--- config.mk ---
export PLATFORM = sky130hd
export DESIGN_NAME = jam_ctrl_flat
export DESIGN_NICKNAME = d
export VERILOG_FILES = /design/src/rtl/jam_ctrl_pkg.sv /design/src/rtl/jam_ctrl_if.sv /design/src/rtl/jam_ctrl_min_tracker.sv /design/src/rtl/jam_ctrl.sv /design/src/flat_wrapper.sv
export SDC_FILE = /design/constraint.sdc
export NUM_CORES = 1
export LEC_CHECK = 0
export ABC_AREA = 1
export BUFFER_PORTS_ARGS = -buffer_cell sky130_fd_sc_hd__buf_2
export CORE_ASPECT_RATIO = 2
export CORE_MARGIN = 2
export CORE_UTILIZATION = 61
export DETAILED_ROUTE_END_ITERATION = 10
export PLACE_DENSITY = 0.87
export SYNTH_ARGS = -nofsm -noshare
export SYNTH_HDL_FRONTEND = slang
export SYNTH_SLANG_ARGS = --single-unit
--- constraint.sdc ---
create_clock -name clk -period 4.2 [get_ports clk]
set_input_delay 0.84 -clock clk [delete_from_list [all_inputs] [get_ports clk]]
set_output_delay 0.84 -clock clk [all_outputs]
set_load 0.01 [all_outputs]
--- src/rtl/jam_ctrl_pkg.sv ---
// Shared constants, state encoding and permutation helper for the JAM sequencing controller.
package jam_pkg;

  localparam int unsigned N_W    = 8;
  localparam int unsigned IDX_W  = 3;
  localparam int unsigned COST_W = 7;
  localparam int unsigned SUM_W  = 10;

  localparam logic [SUM_W-1:0]       MIN_INIT  = 10'h3FF;
  localparam logic [N_W*IDX_W-1:0]   LAST_PERM = 24'o76543210;
  localparam logic [3:0]             MATCH_MAX = 4'd15;

  typedef enum logic [2:0] {
    ST_INIT,
    ST_SETTLE,
    ST_FETCH,
    ST_LAST,
    ST_CMP,
    ST_NEXT,
    ST_WAIT,
    ST_DONE
  } jam_state_t;

  // Worker 0 occupies the most significant index field.
  function automatic logic [IDX_W-1:0] job_of(input logic [N_W*IDX_W-1:0] vec,
                                              input logic [IDX_W-1:0]       idx);
    return vec[(N_W - 1 - int'(idx)) * IDX_W +: IDX_W];
  endfunction

endpackage

--- src/rtl/jam_ctrl_if.sv ---
// Permutation-generator handshake and cost-memory bus seen by the JAM controller.
interface jam_ctrl_if;

  logic [2:0]                                    perm_init;
  logic                                          perm_start;
  logic                                          perm_fin;
  logic [jam_pkg::N_W*jam_pkg::IDX_W-1:0]        perm_vec;
  logic [jam_pkg::IDX_W-1:0]                     W;
  logic [jam_pkg::IDX_W-1:0]                     J;
  logic [jam_pkg::COST_W-1:0]                    Cost;

  modport master (
    output perm_init, perm_start, W, J,
    input  perm_fin, perm_vec, Cost
  );

  modport slave (
    input  perm_init, perm_start, W, J,
    output perm_fin, perm_vec, Cost
  );

endinterface

--- src/rtl/jam_ctrl_min_tracker.sv ---
// Running minimum of permutation totals and saturating count of permutations that hit it.
module jam_min_tracker #(
  parameter int unsigned SUM_W = jam_pkg::SUM_W
) (
  input  logic             clk,
  input  logic             rst,
  input  logic             update,
  input  logic [SUM_W-1:0] sum,
  output logic [SUM_W-1:0] min_cost,
  output logic [3:0]       match_count
);
  import jam_pkg::*;

  always_ff @(posedge clk or negedge rst) begin
    if (!rst) begin
      min_cost    <= SUM_W'(MIN_INIT);
      match_count <= '0;
    end else if (update) begin
      if (sum < min_cost) begin
        min_cost    <= sum;
        match_count <= 4'd1;
      end else if (sum == min_cost && match_count != MATCH_MAX) begin
        match_count <= match_count + 4'd1;
      end
    end
  end

endmodule

--- src/rtl/jam_ctrl.sv ---
// JAM sequencing controller: steps the permutation generator, sums the 8 costs per
// permutation from a one-cycle-latency cost memory and tracks the minimum total.
module jam_ctrl #(
  parameter int unsigned N_W    = jam_pkg::N_W,
  parameter int unsigned COST_W = jam_pkg::COST_W,
  parameter int unsigned SUM_W  = jam_pkg::SUM_W
) (
  input  logic             clk,
  input  logic             rst,
  jam_ctrl_if.master       bus,
  output logic [SUM_W-1:0] MinCost,
  output logic [3:0]       MatchCount,
  output logic             Valid
);
  import jam_pkg::*;

  localparam logic [IDX_W-1:0] K_LAST = IDX_W'(N_W - 1);

  jam_state_t       state;
  logic [IDX_W-1:0] k;
  logic [IDX_W-1:0] w_q;
  logic [IDX_W-1:0] j_q;
  logic [SUM_W-1:0] sum;
  logic             start_q;
  logic             init_q;
  logic             valid_q;
  logic             cmp_stage;
  logic [COST_W-1:0] cost_word;

  assign cost_word = bus.Cost;
  assign cmp_stage = (state == ST_CMP);

  always_ff @(posedge clk or negedge rst) begin
    if (!rst) begin
      state   <= ST_INIT;
      k       <= '0;
      w_q     <= '0;
      j_q     <= '0;
      sum     <= '0;
      start_q <= 1'b0;
      init_q  <= 1'b0;
      valid_q <= 1'b0;
    end else begin
      start_q <= 1'b0;
      init_q  <= 1'b0;
      case (state)
        ST_INIT: begin
          init_q <= 1'b1;
          state  <= ST_SETTLE;
        end
        // Address for k=0 is registered on FETCH entry so the memory sees it during the first FETCH cycle.
        ST_SETTLE, ST_WAIT: begin
          if (state == ST_SETTLE || bus.perm_fin) begin
            k     <= '0;
            sum   <= '0;
            w_q   <= '0;
            j_q   <= job_of(bus.perm_vec, '0);
            state <= ST_FETCH;
          end
        end
        ST_FETCH: begin
          if (k != '0) sum <= sum + SUM_W'(cost_word);
          if (k == K_LAST) begin
            state <= ST_LAST;
          end else begin
            k   <= k + IDX_W'(1);
            w_q <= k + IDX_W'(1);
            j_q <= job_of(bus.perm_vec, k + IDX_W'(1));
          end
        end
        ST_LAST: begin
          sum   <= sum + SUM_W'(cost_word);
          state <= ST_CMP;
        end
        ST_CMP: begin
          if (bus.perm_vec == LAST_PERM) begin
            valid_q <= 1'b1;
            state   <= ST_DONE;
          end else begin
            start_q <= 1'b1;
            state   <= ST_NEXT;
          end
        end
        ST_NEXT: state <= ST_WAIT;
        ST_DONE: state <= ST_DONE;
        default: state <= ST_INIT;
      endcase
    end
  end

  jam_min_tracker #(
    .SUM_W(SUM_W)
  ) u_min (
    .clk         (clk),
    .rst         (rst),
    .update      (cmp_stage),
    .sum         (sum),
    .min_cost    (MinCost),
    .match_count (MatchCount)
  );

  assign bus.perm_init  = {2'b00, init_q};
  assign bus.perm_start = start_q;
  assign bus.W          = w_q;
  assign bus.J          = j_q;
  assign Valid          = valid_q;

endmodule
--- src/flat_wrapper.sv ---
// flat-port wrapper written by rule: the top's interface ports become plain ports
module jam_ctrl_flat import jam_pkg::*;
#(
  parameter int unsigned N_W    = jam_pkg::N_W,
  parameter int unsigned COST_W = jam_pkg::COST_W,
  parameter int unsigned SUM_W  = jam_pkg::SUM_W
)
  (clk, rst, MinCost, MatchCount, Valid, bus_perm_init, bus_perm_start, bus_W, bus_J, bus_perm_fin, bus_perm_vec, bus_Cost);
  jam_ctrl_if bus_i ();
  input  logic clk;
  input  logic rst;
  output logic [SUM_W-1:0] MinCost;
  output logic [3:0] MatchCount;
  output logic Valid;
  output wire logic [$bits(bus_i.perm_init)-1:0] bus_perm_init;
  output wire logic [$bits(bus_i.perm_start)-1:0] bus_perm_start;
  output wire logic [$bits(bus_i.W)-1:0] bus_W;
  output wire logic [$bits(bus_i.J)-1:0] bus_J;
  input wire logic [$bits(bus_i.perm_fin)-1:0] bus_perm_fin;
  input wire logic [$bits(bus_i.perm_vec)-1:0] bus_perm_vec;
  input wire logic [$bits(bus_i.Cost)-1:0] bus_Cost;
  assign bus_perm_init = bus_i.perm_init;
  assign bus_perm_start = bus_i.perm_start;
  assign bus_W = bus_i.W;
  assign bus_J = bus_i.J;
  assign bus_i.perm_fin = bus_perm_fin;
  assign bus_i.perm_vec = bus_perm_vec;
  assign bus_i.Cost = bus_Cost;
  jam_ctrl #(.N_W(N_W), .COST_W(COST_W), .SUM_W(SUM_W)) u_core (.clk(clk), .rst(rst), .bus(bus_i), .MinCost(MinCost), .MatchCount(MatchCount), .Valid(Valid));
endmodule
Word-level counts from Yosys, hierarchy flattened --
Cells that the tools add are included.
Storage, ports and cells: register bits 36, bits in latches 0, bits in writable memories 0, ROM bits 0, output and inout bits 25, memories kept 0
Cells by class: $add $sub $neg 4, $mul 1, divide/modulo/power cells 0, $lt $le $gt $ge 1, eq/ne operators 15, shifts and indexed selects 1, mux-type cells 18, bitwise gates (word level) 0, reductions and logical operators 14
Operators with widths (number):
- $shiftx A24 B33 Y3 | 1
- $mul A32 B2 Y32 const B | 1
- $pmux W10 S3 | 1
- $eq A24 B24 Y1 const B | 1
- $pmux W3 S7 | 1
- $mux W10 | 2
- $mux W3 | 6
- $eq A3 B3 Y1 const B | 5
- $pmux W3 S2 | 2
- $add A10 B7 Y10 | 1
- $eq A10 B10 Y1 | 1
- $lt A10 B10 Y1 | 1
- $mux W4 | 2
- $reduce_and A2 Y1 | 4
- $eq A3 B2 Y1 const B | 2
- $ne A2 B1 Y1 const B | 3
- $reduce_and A3 Y1 | 2
- $reduce_bool A3 Y1 | 2
- $add A4 B1 Y4 const B | 1
- $ne A4 B4 Y1 const B | 1
- $reduce_bool A2 Y1 | 2
- $sub A3 B3 Y4 const A | 1
- $add A3 B1 Y3 const B | 1
- $eq A3 B1 Y1 const B | 1
- 7 further kinds | 9

Logic depth before layout (Yosys ltp) --
Gate-level depths: netlist of the first run.
depth after elaboration 6, depth in mapped cells 16, mapped depth without buffers 14

Cells and area by module --
Synthesis of the first run repeated with hierarchy kept, for this count alone.
Second synthesis, totals: cell total of the unflattened synthesis 479, area, all modules 3264.4 µm²
Modules (own cells, without submodules):
- jam_ctrl | times used 1, cells each 353, area an instance 2234.6 µm², sequential area each 550.5 µm²
- jam_min_tracker | times used 1, cells each 126, area an instance 1029.7 µm², sequential area each 362.8 µm²

Least setup slack after synthesis of the first run --
No wires, ideal clock.
path kind reg2reg, start point register u_core.k[0], end point register u_core.j_q[2] (netlist: u_core.bus.J[2]), setup time 116 ps, data arrival time 2551 ps, required time 4084 ps, setup slack 1533 ps, cell stages (with the launch flop) 13, path buffers 2, period minus slack after synthesis 2667 ps, path through dfrtp_1 > inv_2 > buf_2 > ha_1 > fa_1 > clkbuf_1 > clkinv_1 > nand3_1 > nand3_1 > nand3_1 > nand2_1 > nand2_1 > nand2_1
Between the ends: cells in the longest elaborated chain, start to end 6
RTL lines:
- start, declared | RTL line jam_ctrl.sv:20 | logic [IDX_W-1:0] k;
- start signal, assigned | RTL line jam_ctrl.sv:66 | k <= k + IDX_W'(1);
- $add A3 B1 Y3 | RTL line jam_ctrl.sv:68 | j_q <= job_of(bus.perm_vec, k + IDX_W'(1));
- $sub A3 B3 Y4 | RTL line jam_ctrl_pkg.sv:27 | return vec[(N_W - 1 - int'(idx)) * IDX_W +: IDX_W];
- $mul A32 B2 Y32 | RTL line jam_ctrl_pkg.sv:27
- $shiftx A24 B33 Y3 | RTL line jam_ctrl_pkg.sv:27
- $mux W3 | RTL line jam_ctrl.sv:63 | if (k == K_LAST) begin
- $pmux W3 S2 | RTL line jam_ctrl.sv:46 | case (state)
- end signal, assigned | RTL line jam_ctrl.sv:57 | j_q <= job_of(bus.perm_vec, '0);
- end signal, assigned | RTL line jam_ctrl.sv:68
- end, declared | RTL line jam_ctrl.sv:22 | logic [IDX_W-1:0] j_q;
Several ways; a longest one is shown, not always the timed one. The select of a mux whose other input is x is not followed. A chain may end at the register's enable or synchronous reset.

Worst setup path after layout of the first run --
Ends and elaborated chain as after synthesis.

==> results of run 1 <==
-- synthesized netlist by cell type (all sizes together) (2+ instances only) --
library cell | n | share of area
dfrtp | 26 | 0.21
nand3 | 40 | 0.066
buf | 12 | 0.029
o22ai | 2 | 0.0041
o21ai | 34 | 0.056
inv | 68 | 0.084
ha | 24 | 0.099
nor2 | 33 | 0.044
a21oi | 14 | 0.024
o21a | 2 | 0.0049
xnor2 | 5 | 0.014
dfstp | 10 | 0.087
nand2 | 177 | 0.22
nand4 | 8 | 0.016
fa | 2 | 0.013
-- worst paths after layout --
kind                                  from                          end  slack [ps]  cells past startpoint
setup / recovery               u_core.k[0]              u_core.bus.J[2]        1020                     11
hold / removal             u_core.bus.J[2]              u_core.bus.J[2]         490                      2
setup reg to reg               u_core.k[0]              u_core.bus.J[2]        1020                     11
hold reg to reg            u_core.bus.J[2]              u_core.bus.J[2]         490                      2
max in group asynchronous              rst  u_core.u_min.match_count[1]        3060                      1
min in group asynchronous              rst                  u_core.k[1]         620                      1
-- registers in the layout, summed over array words and instances, names as in the netlist --
name	count
u_core.u_min.match_count	4
u_core.init_q	1
u_core.k	3
u_core.state	3
u_core.u_min.min_cost	10
u_core.Valid	1
u_core.bus.J	3
u_core.bus.perm_start	1
u_core.sum	10
-- worst max-delay path: stages (launching register included) --
cell,delay (ps)
dfrtp_1,340
buf_4,300
inv_2,200
ha_1,490
fa_1,830
clkinv_1,360
nand3_1,180
nand3_1,130
nand3_1,110
nand2_1,50
nand2_1,50
nand2_1,40
-- stage by stage --
step | utilization | cell area (sq um) | instances
after CTS | 0.7053 | 3400 | 578
after floorplan | - | 3039 | 469
after global routing | 0.7053 | 3400 | 578
after detailed placement | 0.6861 | 3307 | 570
final | 0.7053 | 3400 | 578
after global placement | 0.6861 | 3307 | 570
-- logic make-up (layout without fill, tap and decap cells) --
family / Yosys count / after routing
other cells: 1 / 2
simple gates: 261 / 261
flops: 36 / 36
buf+inv: 82 / 134
fa+ha+maj: 26 / 26
compound gates: 57 / 57
xor+xnor: 5 / 5
-- per-layer routing --
metal  vias to the layer above  track usage  wire length [microns]
met5                         -            0                      0
li1                       1580            -                      -
met1                      1472       0.2799                   2690
met3                        35      0.02594                    245
met2                       103       0.6002                   4588
met4                         0       0.2088                    472
-- cell type report --
type,instances,share of cell area
multi-input cells,351,0.5223
flip-flops and latches,36,0.2687
repair buffers,57,0.08465
inverters,69,0.07619
clock buffers,6,0.02429
well taps,57,0.02098
clock inverters,2,0.002944
-- report_power, final --
part	switching [mW]	total, mW	internal [mW]	leakage [nW]
Clock	0.135	0.266	0.131	0.0510
Sequential	0.0923	0.568	0.475	0.439
Combinational	1.12	1.68	0.565	1.44
Total	1.34	2.51	1.17	1.93
==> reports/qor.yml, run 1 <==
diodes: 0
die_height_microns: 103.8
post_drt_wl_per_cell_microns: 13.84
synth_compound_area_frac: 0.1022
start_util: 0.6298
synth.area.mux_share: 0
cts_hold_buf: 0
multi_input_area_sq_um: 1775
post_cts_resize_count: 0
start_kind: "flip-flop"
synth-xor-area-share: 0.01443
max_cap_violations: 0
synthFlopType: "dfrtp_1"
clk_pin_slew_worst_paths_ps: 80
h-tree-depth: 2
power.density_nw_per_um2: 739.5
routed_wirelength_mm: 7.997
cts_buffers: 5
yosys.area_share.simple: 0.3537
detail-route-antenna-nets: 0
critPathKind: "reg -> reg"
grt_overflow: 0
cts.sinks: 36
vias: 3190
hold_ws_ps: 485.0
ys_seq_elements: 36
final_common_cell: "nand2_1"
maxSlewHeadroom: 0.3350
worstSkewPairLatency_ps: 310
worstPathArrival_ps: 3380
dp_slack_ps: 1064
fin_total_pwr_mw: 2.514
rows: 36
cts_tree: "yes"
worstPathRequired_ps: 4400
outcome: "complete, no violations"
postCtsSetupBuffers: 0
grt_usage: 0.3157
fin_skew_ps: 9.524
cts_root_buf: "clkbuf_8"
avgSynthCellArea_sq_um: 6.486
synth_cells: 468
p_leak_nw: 1.927
mostFrequentLayoutCells: "174 x nand2_1, 65 x inv_1, 56 x buf_2, 40 x nand3_1, 31 x nor2_1"
portBuffers: 56
synth_edf_count: 0
cp_max_fo: 34
place_hpwl_mm: 6.539
tightest_slew_ps: 990.3
ys_warn_count: 0
firstDrtPassIters: 4
num-fill-cells: 427
antenna_found_initial: 0
ios: 59
yosysUniqueCellTypes: 34
nNetsFinal: 580
min_period_over_period: 0.7575
synth_top_family_by_area: "simple AND/OR/NAND/NOR gates"
fp.dieW_microns: 53.88
hold_viol: 0
ir_drop_mv: 0.7646
synth_seq_area_share: 0.3009
place_congestion: 0.9534
syn_to_final_growth_pct: 12.00
period_minus_slack_ps: 3181
drcViolationCount: 0
setup_viol_count_final: 0
max_clock_freq_mhz: 314.3
hold_path_class: "reg -> reg"
grt_pass1_wl_mm: 13.29
area.sequential_sq_um: 913.4
cp-end-kind: "flip-flop"
grt_max_degree: 37
final.setup.tns_ps: 0
setup_ws_ps: 1019
drive_above_1_share: 0.1631
clock_path_buffers: 2
rsz0062_at_grt: "false"
vias_per_cell: 5.519
core_area_sq_um: 4820
die-area_sq_um: 5591
synthArstFlopShare: 1.000
first_iter_violations: 74
synth_adder_area_share: 0.1121
first_global_vias: 3257
finalMaxSlewViolations: 0
netlist_area_sq_um: 3035
Power figures use the tool's default switching activity.
==> inputs of run 2 (changes only) <==
ABC_AREA = 0   (was 1)
CORE_UTILIZATION = 51   (was 61)
PLACE_DENSITY = 0.78   (was 0.87)
clock period = 2.7 ns   (was 4.2 ns; I/O delays follow)
==> run 2 against run 1 <==
  * Non-clock buffer count is 7 higher
  * Via count is 22% lower
  * Cell count is 30% lower
  * Synthesized area is 2.6% lower
  * Worst hold slack worse by 140 ps
  * Design area is 1.9% higher
  * Register-to-register slack worse by 830 ps
  * First-iteration DRC count is 15% higher
==> reports/qor.yml, run 2 <==
yosysMostFrequentCell: "dfrtp_1"
ir_drop_mv: 0.8991
start_util: 0.5225
portBuffers: 56
postCtsSetupBuffers: 0
detail-route-antenna-nets: 0
post_cts_resize_count: 0
die_height_microns: 111.7
setup_viol_count_final: 0
max_cap_violations: 0
layout.cells.non_filler: 402
mostFrequentLayoutCells: "56 x buf_2, 25 x dfrtp_1, 23 x ha_1, 21 x inv_1, 18 x nor2_1"
clock_power_share: 0.131
post_drt_wl_per_cell_microns: 17.85
h-tree-depth: 2
synth_seq_area_share: 0.3088
grt_overflow: 0
diodes: 0
rows: 39
cts.sinks: 36
combPwrFrac: 0.649
dp_slack_ps: 208.2
clk_pin_slew_worst_paths_ps: 60
drive_above_1_share: 0.3138
worstSkewPairLatency_ps: 290
placed_cell_area_sq_um: 3317
ys_seq_elements: 36
synth_compound_area_frac: 0.1464
clock_path_buffers: 2
p_sw_mw: 2.000
rsz0062_at_grt: "false"
finalMaxSlewViolations: 0
cp_slowest_cell: "dfrtp_2"
synth_edf_count: 0
vias_per_cell: 6.229
first_global_vias: 2457
start_kind: "flip-flop"
die-area_sq_um: 6462
drcViolationCount: 0
ios: 59
yosysUniqueCellTypes: 61
synthArstFlopShare: 1.000
power.density_nw_per_um2: 1293
first_iter_violations: 85
outcome: "complete, no violations"
cp_max_fo: 8
grt_max_degree: 37
firstDrtPassIters: 4
critical-path-max-stage-delay_ps: 430
grt_usage: 0.2365
cts_tree: "yes"
grt_pass1_wl_mm: 11.72
critPathKind: "reg -> reg"
synth_top_family_by_area: "multiplexers"
tightest_slew_ps: 816.5
netlist_area_sq_um: 2958
place_hpwl_mm: 5.665
nNetsFinal: 400
synth_adder_area_share: 0.1151
placed_cells: 394
worstPathArrival_ps: 2710
min_period_over_period: 0.9284
ys_top_cells_by_area: "dfrtp_1 22%, ha_1 10%, dfstp_2 8.9%"
reg_top3: "u_core.sum: 10 flops, u_core.u_min.min_cost: 10 flops, u_core.u_min.match_count: 4 flops"
syn_to_final_growth_pct: 17.09
synthFlopType: "dfrtp_1"
setup.worst_path.start: "u_core.k[0]"
synth.area.mux_share: 0.1925
seqPwrFrac: 0.220
cts_root_buf: "clkbuf_16"
cp-end-kind: "flip-flop"
crit_top_cell: "ha_1"
maxSlewHeadroom: 0.4557
setup_ws_ps: 193.2
cts_buffers: 5
vias: 2504
path_buf_inv: 2
cp_cell_sequence: "ha_1 > ha_1 > buf_4 > inv_1 > ha_1 > a21oi_4 > and3_1 > a31oi_1 > a311o_1 > a32oi_1"
fp.dieW_microns: 57.85
fin_skew_ps: 5.072
ys_warn_count: 0
final_common_cell: "buf_2"
yosys-top-cells-count: "26 x dfrtp_1, 24 x ha_1, 21 x inv_1"
intPower_mw: 2.478
hold_viol: 0
synth_top_cell_area_share: 0.2200
antenna_found_initial: 0
max_clock_freq_mhz: 398.9
r2r-start: "u_core.k[0]"
synth-xor-area-share: 0.02327
avgSynthCellArea_sq_um: 10.56
synth_cells: 280
worstPathRequired_ps: 2900
cts_hold_buf: 0
yosys.area_share.simple: 0.1544
num-fill-cells: 475
cp_top_family: "compound AO/OA/AOI/OAI gates"
period_minus_slack_ps: 2507
hold_path_class: "in -> async"
yosysTopAreaCell: "dfrtp_1"
routed_wirelength_mm: 7.177
core_area_sq_um: 5660
place_congestion: 1.036
p_leak_nw: 1.604
swShare: 0.4467
final.setup.tns_ps: 0
fin_area_sq_um: 3463
run 2: changes by cell type after synthesis, moves of 6 or more:
cell and change:
inv_1 -44, nand2b_1 +6, mux4_1 +9, mux2_2 +7, a211oi_1 +6, nor2_1 -13, mux4_2 +8, nand3_1 -31
o21ai_0 -15, o21ai_1 -6, nand2_1 -159
run 2: area by class of cell:
class / count / area (sq um) / share of cell area
multi-input cells: 210 / 1899 / 0.5484
flip-flops and latches: 36 / 914.6 / 0.2641
repair buffers: 64 / 340.3 / 0.09827
clock buffers: 8 / 146.4 / 0.04227
inverters: 23 / 86.33 / 0.02493
well taps: 61 / 76.32 / 0.02204
run 2: power groups by stage:
stage	registers, mW	clock network [mW]	logic, mW
3_3_place_gp	0.978	0	2.85
2_1_floorplan	0.967	0	2.21
3_5_place_dp	0.989	0	2.89
6_report	0.985	0.587	2.91
4_1_cts	0.983	0.589	2.91
5_1_grt	1.01	0.607	3.19
run 2: stage by stage:
step | util | hold WS [ps] | total power, mW
2_1_floorplan | - | 244.4 | 3.177
3_3_place_gp | 0.5860 | 449.2 | 3.825
3_5_place_dp | 0.5860 | 459.7 | 3.883
4_1_cts | 0.6118 | 376.5 | 4.485
5_1_grt | 0.6118 | 429.2 | 4.810
6_report | 0.6118 | 344.4 | 4.477
run 2: path summary, 6_finish.rpt:
kind | endpoint | slack [ps] | cells past startpoint
setup / recovery | u_core.bus.J[1] | 190 | 10
hold / removal | u_core.sum[1] | 340 | 1
setup reg to reg | u_core.bus.J[1] | 190 | 10
hold reg to reg | u_core.Valid | 470 | 1
max in group asynchronous | u_core.k[0] | 1780 | 1
min in group clk | u_core.Valid | 470 | 1
run 2: cells by family after synthesis:
| family | count (synthesis) |
|---|---|
| simple gates | 82 |
| compound gates | 62 |
| flops | 36 |
| buf+inv | 35 |
| mux | 31 |
| fa+ha+maj | 26 |
| xor+xnor | 7 |
| other cells | 1 |
run 2: metal layers:
layer,GRT usage,vias up,share of wire
met5,0,-,0
met4,0.1457,0,0.043
met3,0.02091,20,0.036
met2,0.4455,79,0.58
met1,0.2339,1219,0.34
li1,-,1186,-
